File: src/rtl/alu_pkg.sv
// Shared opcode and FSM state encodings for the registered ALU.
// Latency: n/a (constants only).
// Backpressure: n/a.
package alu_pkg;

    localparam logic [2:0] OP_INC   = 3'd0;
    localparam logic [2:0] OP_ADD   = 3'd1;
    localparam logic [2:0] OP_SUB   = 3'd2;
    localparam logic [2:0] OP_ORXOR = 3'd3;
    localparam logic [2:0] OP_REDOR = 3'd4;
    localparam logic [2:0] OP_CAT   = 3'd5;
    localparam logic [2:0] OP_MUL   = 3'd6;
    localparam logic [2:0] OP_HOLD  = 3'd7;

    localparam logic ST_IDLE = 1'b0;
    localparam logic ST_MUL  = 1'b1;

endpackage

File: src/rtl/alu_mul_seq.sv
// Sequential shift-add multiplier, one multiplier bit per cycle, LSB first.
// Latency: WIDTH cycles after start; done is high during the last iteration cycle.
// Backpressure: none; start must only be raised while idle.
module alu_mul_seq #(
    parameter int WIDTH = 4
) (
    input  logic                 clk,
    input  logic                 reset,
    input  logic                 start,
    input  logic [WIDTH-1:0]     a,
    input  logic [WIDTH-1:0]     b,
    output logic                 done,
    output logic [2*WIDTH-1:0]   product
);

    localparam int W2 = 2 * WIDTH;
    localparam int CW = $clog2(WIDTH);

    logic             busy;
    logic [CW-1:0]    cnt;
    logic [W2-1:0]    mcand;
    logic [W2-1:0]    psum;
    logic [W2-1:0]    addend;
    logic [WIDTH-1:0] mplier;

    assign addend  = mplier[0] ? mcand : '0;
    assign done    = busy && (cnt == CW'(WIDTH - 1));
    // Product is the sum including the final iteration, so it is valid on the done edge.
    assign product = psum + addend;

    always_ff @(posedge clk or posedge reset) begin
        if (reset) begin
            busy   <= 1'b0;
            cnt    <= '0;
            mcand  <= '0;
            psum   <= '0;
            mplier <= '0;
        end else if (start) begin
            busy   <= 1'b1;
            cnt    <= '0;
            mcand  <= {{WIDTH{1'b0}}, a};
            psum   <= '0;
            mplier <= b;
        end else if (busy) begin
            psum   <= psum + addend;
            mcand  <= mcand << 1;
            mplier <= mplier >> 1;
            cnt    <= cnt + 1'b1;
            if (done) begin
                busy <= 1'b0;
            end
        end
    end

endmodule

File: src/rtl/alu_reg_n.sv
// Registered ALU with accumulator feedback and a multi-cycle multiply.
// Latency: 1 cycle for all ops except MUL (WIDTH cycles after acceptance).
// Backpressure: in_ready low while a multiply is in progress; requests are ignored then.
module alu_reg_n
    import alu_pkg::*;
#(
    parameter int WIDTH = 4
) (
    input  logic                 clk,
    input  logic                 reset,
    input  logic                 in_valid,
    output logic                 in_ready,
    input  logic [WIDTH-1:0]     a,
    input  logic [WIDTH-1:0]     b,
    input  logic                 use_acc,
    input  logic [2:0]           op,
    output logic [2*WIDTH-1:0]   result,
    output logic                 out_valid
);

    localparam int W2 = 2 * WIDTH;

    logic             state;
    logic             accept;
    logic             mul_start;
    logic             mul_done;
    logic [W2-1:0]    mul_product;
    logic [WIDTH-1:0] bop;
    logic [WIDTH:0]   sum;
    logic [WIDTH:0]   diff;
    logic [W2-1:0]    alu_res;

    assign in_ready  = (state == ST_IDLE);
    assign accept    = in_valid && in_ready;
    assign mul_start = accept && (op == OP_MUL);
    assign bop       = use_acc ? result[WIDTH-1:0] : b;

    // Bit WIDTH of the extended difference is the borrow.
    assign sum  = {1'b0, a} + {1'b0, (op == OP_INC) ? WIDTH'(1) : bop};
    assign diff = {1'b0, a} - {1'b0, bop};

    always_comb begin
        alu_res = '0;
        case (op)
            OP_INC, OP_ADD: alu_res[WIDTH:0] = sum;
            OP_SUB:         alu_res[WIDTH:0] = diff;
            OP_ORXOR:       alu_res = {a | bop, a ^ bop};
            OP_REDOR:       alu_res[0] = |{a, bop};
            OP_CAT:         alu_res = {a, bop};
            default:        alu_res = result;
        endcase
    end

    alu_mul_seq #(
        .WIDTH(WIDTH)
    ) u_mul (
        .clk     (clk),
        .reset   (reset),
        .start   (mul_start),
        .a       (a),
        .b       (bop),
        .done    (mul_done),
        .product (mul_product)
    );

    always_ff @(posedge clk or posedge reset) begin
        if (reset) begin
            state     <= ST_IDLE;
            result    <= '0;
            out_valid <= 1'b0;
        end else begin
            out_valid <= 1'b0;
            case (state)
                ST_IDLE: begin
                    if (accept) begin
                        if (op == OP_MUL) begin
                            state <= ST_MUL;
                        end else begin
                            result    <= alu_res;
                            out_valid <= 1'b1;
                        end
                    end
                end
                default: begin
                    if (mul_done) begin
                        result    <= mul_product;
                        out_valid <= 1'b1;
                        state     <= ST_IDLE;
                    end
                end
            endcase
        end
    end

endmodule

File: config.mk
export PLATFORM = sky130hd
export DESIGN_NAME = alu_reg_n
export DESIGN_NICKNAME = d
export VERILOG_FILES = /design/src/rtl/alu_pkg.sv /design/src/rtl/alu_mul_seq.sv /design/src/rtl/alu_reg_n.sv
export SDC_FILE = /design/constraint.sdc
export NUM_CORES = 1
export LEC_CHECK = 0
export ABC_AREA = 1
export CAP_MARGIN = 20
export CORE_MARGIN = 2
export CORE_UTILIZATION = 57
export DETAILED_ROUTE_END_ITERATION = 10
export PLACE_DENSITY_LB_ADDON = 0.1
export SYNTH_ARGS = -nofsm -noshare
export SYNTH_HDL_FRONTEND = slang
export SYNTH_HIERARCHICAL = 1
export SYNTH_SLANG_ARGS = --single-unit
File: constraint.sdc
create_clock -name clk -period 2.9 [get_ports clk]
set_input_delay 0.58 -clock clk [delete_from_list [all_inputs] [get_ports clk]]
set_output_delay 0.58 -clock clk [all_outputs]
set_load 0.05 [all_outputs]
==> out/results.ini, run 1 <==
[outcome]
status = finished, final reports clean

[worst_setup_path]
crit_arrival_ns = 2.68
startpoint_type = input port
worstSetupPathType = in -> reg
required_ns = 3.13
path_max_fanout = 5
cp-end-kind = flip-flop

[placement]
port_buffers = 24
gp_congestion = 0.941
detailedPlace.worstSlack_ns = 0.183
dp_hpwl_um = 4660

[route]
via_per_inst = 5.25
wirelength_um = 5890
first_pass_iters = 4
vias = 2284
first_iter_violations = 160
drc = 0
drt-wirelength-per-cell_um = 13.5
final_antenna_net_count = 0

[layout]
syn_to_final_growth_pct = 17.9
multiInputGateArea_mm2 = 0.00141
antennaDiodeCount = 0
fillers = 376
final_nets = 420
seq_area_um2 = 826
drive_gt1_share_pct = 10.4

[timing]
setup_viol = 0
worst_slack_ns = 0.448
worst_slew_pin_slew_ns = 0.513
fin_crit_ns = 2.45
fin_worst_skew_ns = 0.00395
rsz0062_at_grt = false
timing.final.crit_share_pct = 84.5
finalSetupTns_ns = 0
clock.fmax_mhz = 408
hold_ws_ns = 0.490
slew_headroom_pct = 65.7
slew_viol_final = 0
hold_violations = 0

[grt]
antenna_found_initial = 0
grt_pass1_wl_um = 10300
grt_pass1_vias = 2301
overflow = 0
grt_usage_pct = 26.4
grt_max_degree = 24

[floorplanning]
die-area_mm2 = 0.00492
die_height_um = 70.2
start_util_pct = 58.1
num_rows = 24
die_w_um = 70.2
ios = 25
core_mm2 = 0.00429

[yosys]
synthesis.area_mm2 = 0.00249
syn_area_per_cell_um2 = 7.17
yosysSeqAreaShare_pct = 33.1
ys_types = 34
synth_nets = 386
synth_warnings = 6
synth_seq_cells = 33
synthCells = 348

[power_and_ir_drop]
ir_drop_uv = 236
power_uw = 1040
p_leak_uw = 0.00163
powerDensity_mw_per_mm2 = 353

[clocking]
cts-root-buf = clkbuf_8
cts_tree = done
cts_sinks = 33
clk_pin_slew_ns = 0.07
clk-insertion-delay-late_ns = 0.29
cts_buffers = 5
cts_buffer_depth = 2
ctsResizeCount = 0
post-cts-setup-buffers = 0
htreeDepth = 2
cts_hold_buf = 0

[flow_run]
max_cap_viol_count = 0

[hold_path]
hold_class = reg -> reg

## path summary, 6_finish.rpt
kind / startpoint / to / slack [ns] / depth (start not counted)
min reg2reg: result[4] / result[4] / 0.49 / 2
max reg2reg: u_mul/mplier[0] / result[4] / 0.63 / 13
min: result[4] / result[4] / 0.49 / 2
max in group asynchronous: reset / u_mul/mcand[7] / 2.00 / 3
max: use_acc / result[4] / 0.45 / 16
min in group asynchronous: reset / result[1] / 0.62 / 2
## placed cells by master, fill, tap and decap left out, types with 6 or more instances in the layout
cell,synthesis,final
a21oi_1,8,8
buf_4,2,9
clkdlybuf4s50_1,0,24
dfrtp_1,33,33
ha_1,20,20
inv_1,52,52
nand2_1,111,111
nand3_1,21,21
nor2_1,22,22
nor2_2,6,6
o21ai_0,13,13
o22ai_1,6,6
## synth_stat cells
cell type	count	share of area, %
and2_1	4	1.0
a31oi_1	3	0.75
o22ai_1	6	1.5
a22o_1	4	1.4
inv_2	5	0.75
and2_4	1	0.35
xor2_1	3	1.1
nor2_1	22	3.3
nor3_2	1	0.40
nand3b_1	3	0.90
o21ai_1	2	0.40
buf_4	2	0.60
nand3_1	21	4.2
o211ai_1	3	0.90
nor2_4	1	0.45
buf_2	3	0.60
a21oi_1	8	1.6
dfrtp_1	33	33
o221ai_1	2	0.70
o21ai_0	13	2.6
nand3_2	2	0.80
inv_1	52	7.8
nor2b_2	1	0.35
nand2_4	1	0.45
or2_1	1	0.25
or2_0	3	0.75
or2_2	1	0.25
nand2_2	4	1.0
a22oi_1	2	0.60
nand2_1	111	17
buf_6	1	0.45
fa_1	3	2.4
ha_1	20	10
nor2_2	6	1.5
## metrics by stage
| stage | cell area, µm² | cells | utilization (%) |
|---|---|---|---|
| CTS | 2940 | 435 | 68.5 |
| floorplan | 2490 | 348 | - |
| global placement | 2830 | 427 | 65.8 |
| global route | 2940 | 435 | 68.5 |
| finish | 2940 | 435 | 68.5 |
| detailed placement | 2830 | 427 | 65.8 |
## cells by family after synthesis
family / synth area share, %
flip-flops: 33.1
buffers and inverters: 10.2
adder cells (fa/ha/maj): 12.4
AO/OA/AOI/OAI: 10.5
XOR/XNOR: 1.05
AND/OR/NAND/NOR: 32.7
## final cells by class
class / instances / share of cell area (%)
inverters: 57 / 7.27
multi-input cells: 252 / 48.1
clock inverters: 3 / 1.57
flip-flops and latches: 33 / 28.1
well taps: 52 / 2.21
clock buffers: 5 / 2.34
repair buffers: 33 / 10.5
## routing by layer
layer  share of wire, %  track usage, %
met4                1.4            8.33
met5                  0               0
met3                5.2            5.77
met2                 47            42.2
met1                 47            35.9
## worst max-delay path, cell delays in order
cell and delay (ns):
clkdlybuf4s50_1 0.48, inv_1 0.14, nand2_1 0.06, nand2_1 0.14, ha_1 0.21, inv_1 0.06, fa_1 0.35, inv_1 0.08
nor2_1 0.05, o21ai_0 0.14, nand3_1 0.10, nand2_1 0.09, nand2_1 0.05, nand2_1 0.07, nand2_1 0.05, nand2_1 0.05
## sequential cells by signal (all words and copies together), names as in the netlist
register / cells
u_mul/mplier: 4
u_mul/mcand: 8
u_mul/busy: 1
u_mul/cnt: 2
out_valid: 1
state: 1
u_mul/psum: 8
result: 8
## where the power goes
group | leakage [µW] | total (µW) | internal, µW | switching, µW
Sequential | 0.000414 | 460 | 460 | 0
Clock | 0.0000543 | 442 | 257 | 185
Combinational | 0.00116 | 137 | 55.8 | 81.4
Total | 0.00163 | 1040 | 773 | 267
Note: power is estimated with default switching activity, not from simulation.
==> inputs of run 2 (changes only) <==
Settings changed: CORE_UTILIZATION 57 to 52.
Clock period 2.9 ns to 2 ns, I/O delays scaled along.
==> run 2 against run 1 <==
- clock-buffer cell count grew 1
- final cell count grew 9.4%
- sequential share of layout area shrank 3.7 points
- the flow now finishes with violations (negative setup slack)
- highest routed layer unchanged
- via count grew 8.0%
- utilization grew 4.3 points
- global-route usage grew 0.76 points
- first-iteration DRC count shrank 7.5%
- setup slack lost 0.47 ns
- largest cell class unchanged
- largest power group unchanged
==> out/results.ini, run 2 (same netlist as run 1, synthesis figures left out) <==
[clocking]
cts_buffers = 5  ; unchanged
clk_pin_slew_ns = 0.07  ; about the same
clk-insertion-delay-late_ns = 0.28  ; about the same
cts-root-buf = clkbuf_8
htreeDepth = 2  ; unchanged
cts_tree = done
cts_sinks = 33  ; unchanged
cts_buffer_depth = 2  ; unchanged

[grt]
grt_usage_pct = 27.2  ; +0.76 points
overflow = 0  ; unchanged
grt_pass1_vias = 2520  ; +9.5%
antenna_found_initial = 0  ; unchanged
grt_max_degree = 24  ; unchanged
grt_pass1_wl_um = 11200  ; +9.0%

[timing]
worst_slew_pin_slew_ns = 0.493  ; -0.0201 ns
worst_slack_ns = -0.0229  ; -0.471 ns
rsz0062_at_grt = true
slew_viol_final = 0  ; unchanged
fin_worst_skew_ns = 0.00769  ; +0.00374 ns
timing.final.crit_share_pct = 101
slew_headroom_pct = 67.0  ; +1.3 points
fin_crit_ns = 2.02
clock.fmax_mhz = 494
setup_viol = 1  ; +1
hold_violations = 0  ; unchanged

[worst_setup_path]
startpoint_type = flip-flop
crit_path_end = result[4]
r2r_setup_slack_ns = -0.02  ; -0.65 ns
worstSetupPathType = reg -> reg
required_ns = 2.17  ; -0.96 ns
path_max_fanout = 2  ; -3
timing.rr.end = result[4]
cp-end-kind = flip-flop
reg2reg_from = u_mul/mcand[0]
r2r_cells = 13  ; unchanged
worstSetupStartpoint = u_mul/mcand[0]
crit_arrival_ns = 2.20  ; -0.48 ns

[route]
via_per_inst = 5.18  ; -1.3%
drc = 0  ; unchanged
drt-wirelength-per-cell_um = 14.2  ; +5.2%
wirelength_um = 6770  ; +15%
vias = 2466  ; +8.0%
first_pass_iters = 4  ; unchanged
final_antenna_net_count = 0  ; unchanged
first_iter_violations = 148  ; -7.5%

[outcome]
violations = negative setup slack
status = finished, violations left

[power_and_ir_drop]
powerDensity_mw_per_mm2 = 427  ; +21%
ir_drop_uv = 327  ; +39%
power_uw = 1450  ; +39%
p_leak_uw = 0.00185  ; +14%

[layout]
reg.largest.list = result x8, u_mul/mcand x8, u_mul/psum x8
most-common-layout-cells = nand2_1, buf_4, inv_1
seq_area_um2 = 827  ; +0.15%
fin_cells = 476  ; +9.4%
syn_to_final_growth_pct = 36.0
final_common_cell = nand2_1
fillers = 384  ; +2.1%
multiInputGateArea_mm2 = 0.00156  ; +10%
antennaDiodeCount = 0  ; unchanged
final_nets = 459  ; +9.3%
drive_gt1_share_pct = 26.8  ; +16 points

[placement]
dp_hpwl_um = 5280  ; +13%
port_buffers = 24  ; unchanged
gp_congestion = 0.938  ; -0.32%
dpl.cell_count = 463  ; +8.4%

[floorplanning]
num_rows = 25  ; +4.2%
ios = 25  ; unchanged
die_w_um = 73.3  ; +4.4%
die-area_mm2 = 0.00537  ; +9.0%
core_mm2 = 0.00466  ; +8.5%
die_height_um = 73.3  ; +4.4%
start_util_pct = 53.5  ; -4.6 points

[hold_path]
hold_class = in -> async

[flow_run]
max_cap_viol_count = 0  ; unchanged

-- run 2: how the worst min path moves through the flow --
stage / startpoint / to / slack [ns] / depth (start not counted)
2_1_floorplan: reset / out_valid / 0.24 / 1
3_3_place_gp: result[4] / result[4] / 0.47 / 2
3_5_place_dp: result[4] / result[4] / 0.48 / 2
4_1_cts: reset / result[6] / 0.44 / 2
5_1_grt: reset / result[5] / 0.48 / 2
6_report: reset / result[6] / 0.44 / 2
-- run 2: through the flow --
stage	area, µm²	hold WS, ns	utilization (%)	setup TNS, ns	worst slack [ns]
3_5_place_dp	3110	0.476	66.8	-2.44	-0.657
3_3_place_gp	3110	0.465	66.8	-2.07	-0.590
5_1_grt	3390	0.476	72.8	-0.243	-0.124
2_1_floorplan	2510	0.240	-	-0.0286	-0.0286
6_report	3390	0.441	72.8	-0.0229	-0.0229
4_1_cts	3300	0.444	70.8	-0.00847	-0.00847
-- run 2: timing repair --
item,in CTS,in global routing
setup buffers,2,3
hold endpoints to repair,0,0
gates resized for setup,26,22
endpoints found under the setup margin,5,7
pin swaps,11,16
hold buffers,0,0
-- run 2: power by group --
part           switching [µW]  leakage [µW]  internal (µW)
Combinational             139       0.00139            115
Sequential                  0      0.000413            667
Clock                     249     0.0000512            279
Total                     387       0.00185           1060
-- run 2: worst max-delay path, stage by stage, from the launching register on --
cell	delay (ns)
dfrtp_1	0.39
nand2_1	0.08
inv_1	0.04
ha_2	0.17
fa_2	0.34
nand2_1	0.06
nand2_1	0.07
and2_4	0.14
or2_1	0.22
and2_4	0.16
nor2_4	0.10
nor2_2	0.04
nand2_1	0.06
nand2_1	0.04
-- run 2: layer usage --
metal / vias up / part of all wire, % / global-route usage (%)
met5: - / 0 / 0
met4: 0 / 1.6 / 10.3
met3: 10 / 4.6 / 4.66
met2: 66 / 50 / 45.3
met1: 1149 / 44 / 35.2
li1: 1241 / - / -
-- run 2: final cells by class --
cell class	count	share of cell area (%)
clock inverter	2	0.406
multi-input combinational	252	46.0
sequential	33	24.4
clock buffer	6	2.43
timing repair buffer	72	18.4
tap	54	1.99
inverter	57	6.31
==> inputs of run 3 (changes only) <==
==> constraint.sdc (replaced) <==
create_clock -name clk -period 2 [get_ports clk]
set_input_delay 0.6 -clock clk [delete_from_list [all_inputs] [get_ports clk]]
set_output_delay 0.6 -clock clk [all_outputs]
set_load 0.05 [all_outputs]
==> run 3 against run 2 <==
- design area rose by 3.8%
- sequential share of layout area decreased by 0.89 points
- the run now ends clean
- clock skew is 0.0026 ns lower
- maximum frequency is 1.9% higher
- critical path type is now in -> reg
- global-route usage decreased by 0.77 points
==> out/results.ini, run 3 (same netlist as run 1, synthesis figures left out) <==
[power_and_ir_drop]
powerDensity_mw_per_mm2 = 443  ; +3.8%
power.internal_uw = 1170  ; +10%
swShare_pct = 25.2  ; -1.5 points
ir_drop_uv = 403  ; +23%
p_comb_share_pct = 18.6  ; +1.1 points
p_clk_share_pct = 38.6  ; +2.2 points
power_uw = 1560  ; +7.7%
p_sw_uw = 394  ; +1.6%
p_leak_uw = 0.00190  ; +2.7%
seqPwrFrac_pct = 42.8  ; -3.3 points

[placement]
port_buffers = 24  ; unchanged
dp_hpwl_um = 5160  ; -2.3%
gp_congestion = 0.999  ; +6.6%
dpl.cell_count = 467  ; +0.86%
detailedPlace.worstSlack_ns = -0.737  ; -0.0797 ns
place_area_mm2 = 0.00312  ; +0.32%

[clocking]
cts_buffer_depth = 2  ; unchanged
cts_buffers = 5  ; unchanged
cts_sinks = 33  ; unchanged
htreeDepth = 2  ; unchanged
cts-root-buf = clkbuf_8
clk_pin_slew_ns = 0.07  ; about the same
cts_tree = done
cts_hold_buf = 0  ; unchanged
clk-insertion-delay-late_ns = 0.28  ; about the same

[flow_run]
max_cap_viol_count = 0  ; unchanged

[timing]
worst_slack_ns = 0.0150  ; +0.0379 ns
setup_viol = 0  ; -1
hold_violations = 0  ; unchanged
slew_viol_final = 0  ; unchanged
fin_worst_skew_ns = 0.00511  ; -0.00258 ns
fin_crit_ns = 1.98  ; -0.0379 ns
slew_headroom_pct = 72.5  ; +5.5 points
worst_slew_pin_slew_ns = 0.412  ; -0.0814 ns
hold_ws_ns = 0.481  ; +0.0396 ns
rsz0062_at_grt = true
timing.final.crit_share_pct = 99.2  ; -1.9 points
clock.fmax_mhz = 504  ; +1.9%

[worst_setup_path]
startpoint_type = input port
path_depth = 13  ; unchanged
required_ns = 2.18  ; about the same
cp-end-kind = flip-flop
r2r_cells = 13  ; unchanged
slowest_stage = clkdlybuf4s50_1
path_max_fanout = 3  ; +1
worstSetupPathType = in -> reg
path_cells = clkdlybuf4s50_1 > nand2_1 > nand2_2 > inv_1 > ha_1 > inv_1 > o21ai_2 > nand3_1 > nand2_1 > nand2_1 > nand2_1 > nand2_1 > nand2_1
cpMostUsedCell = nand2_1
cp_top_family = buffers and inverters
critPathBufInv = 3  ; +2
critPathMaxStageDelay_ns = 0.46  ; +0.07 ns
crit_arrival_ns = 2.16  ; -0.04 ns

[layout]
most-common-layout-cells = nand2_1, buf_4, inv_1
fillers = 336  ; -13%
drive_gt1_share_pct = 34.5  ; +7.7 points
final_common_cell = nand2_1
final_nets = 467  ; +1.7%
final_area_mm2 = 0.00352  ; +3.8%
reg.largest.list = result x8, u_mul/mcand x8, u_mul/psum x8
fin_cells = 483  ; +1.5%
syn_to_final_growth_pct = 41.1
antennaDiodeCount = 0  ; unchanged

[route]
drt-wirelength-per-cell_um = 13.9  ; -2.0%
final_antenna_net_count = 0  ; unchanged
vias = 2525  ; +2.4%
via_per_inst = 5.23  ; +0.91%
drc = 0  ; unchanged
wirelength_um = 6730  ; -0.61%
first_pass_iters = 4  ; unchanged
first_iter_violations = 172  ; +16%

[grt]
grt_max_degree = 24  ; unchanged
overflow = 0  ; unchanged
antenna_found_initial = 0  ; unchanged
grt_pass1_vias = 2431  ; -3.5%
grt_pass1_wl_um = 10900  ; -2.6%
grt_usage_pct = 26.4  ; -0.77 points

[floorplanning]
die_height_um = 73.3  ; unchanged
die-area_mm2 = 0.00537  ; unchanged
start_util_pct = 53.5  ; unchanged
die_w_um = 73.3  ; unchanged
core_mm2 = 0.00466  ; unchanged
ios = 25  ; unchanged
num_rows = 25  ; unchanged

[hold_path]
min_path_cells = 2
hold_class = reg -> reg

[outcome]
status = finished, final reports clean

==> run 3: cell types whose count changed in the layout (fill, tap and decap cells not counted), sizes merged <==
| cell | previous run | this run |
|---|---|---|
| buf | 49 | 67 |
| bufinv | 0 | 1 |
| clkbuf | 7 | 6 |
| clkdlybuf4s15 | 0 | 4 |
| clkdlybuf4s50 | 16 | 4 |
| clkinv | 2 | 1 |
| dlygate4sd2 | 2 | 1 |
| dlymetal6s2s | 4 | 3 |
==> run 3: cell type report <==
type	count	area (µm²)	area share, %
clock buffers	5	68.8	1.95
clock inverters	2	35.0	0.995
repair buffers	80	664	18.9
well taps	54	67.6	1.92
flip-flops and latches	33	827	23.5
multi-input cells	252	1640	46.6
inverters	57	216	6.15
==> run 3: power by group through the flow <==
stage | Combinational, µW | Sequential, µW | Clock [µW]
after floorplan | 112 | 680 | 0
after global placement | 235 | 680 | 0
after detailed placement | 239 | 680 | 0
after CTS | 261 | 667 | 625
after global routing | 319 | 667 | 653
final | 290 | 667 | 603
==> run 3: tightest hold or removal path: stages (launching register included) <==
cell and delay (ns):
dfrtp_1 0.35, nand2_1 0.05, nand2_1 0.05
==> run 3: path summary, 6_finish.rpt <==
check                      slack, ns           start        end
setup reg to reg                0.02  u_mul/mcand[0]  result[4]
setup / recovery                0.02            b[3]  result[4]
hold / removal                  0.48       result[4]  result[4]
min in group asynchronous       0.64           reset  out_valid
max in group asynchronous       1.04           reset  result[0]
hold reg to reg                 0.48       result[4]  result[4]
==> run 3: stage by stage <==
stage                     util (%)  setup TNS, ns
after floorplan                  -        -0.0286
after global placement        67.0          -6.42
after detailed placement      67.0          -7.01
after CTS                     72.1        -0.0250
after global routing          75.5         -0.377
final                         75.5              0
==> run 3: layer usage <==
metal / track usage, % / share of wire (%)
met1: 35.7 / 45
met2: 41.6 / 48
met3: 5.21 / 5.2
met4: 10.3 / 2.2
met5: 0 / 0
==> run 3: what timing repair did <==
action / 4_1_cts / 5_1_grt
setup buffers: 6 / 3
pin swaps: 17 / 31
resized for setup: 40 / 39
endpoints found under the hold margin: 0 / 0
endpoints found under the setup margin: 6 / 8
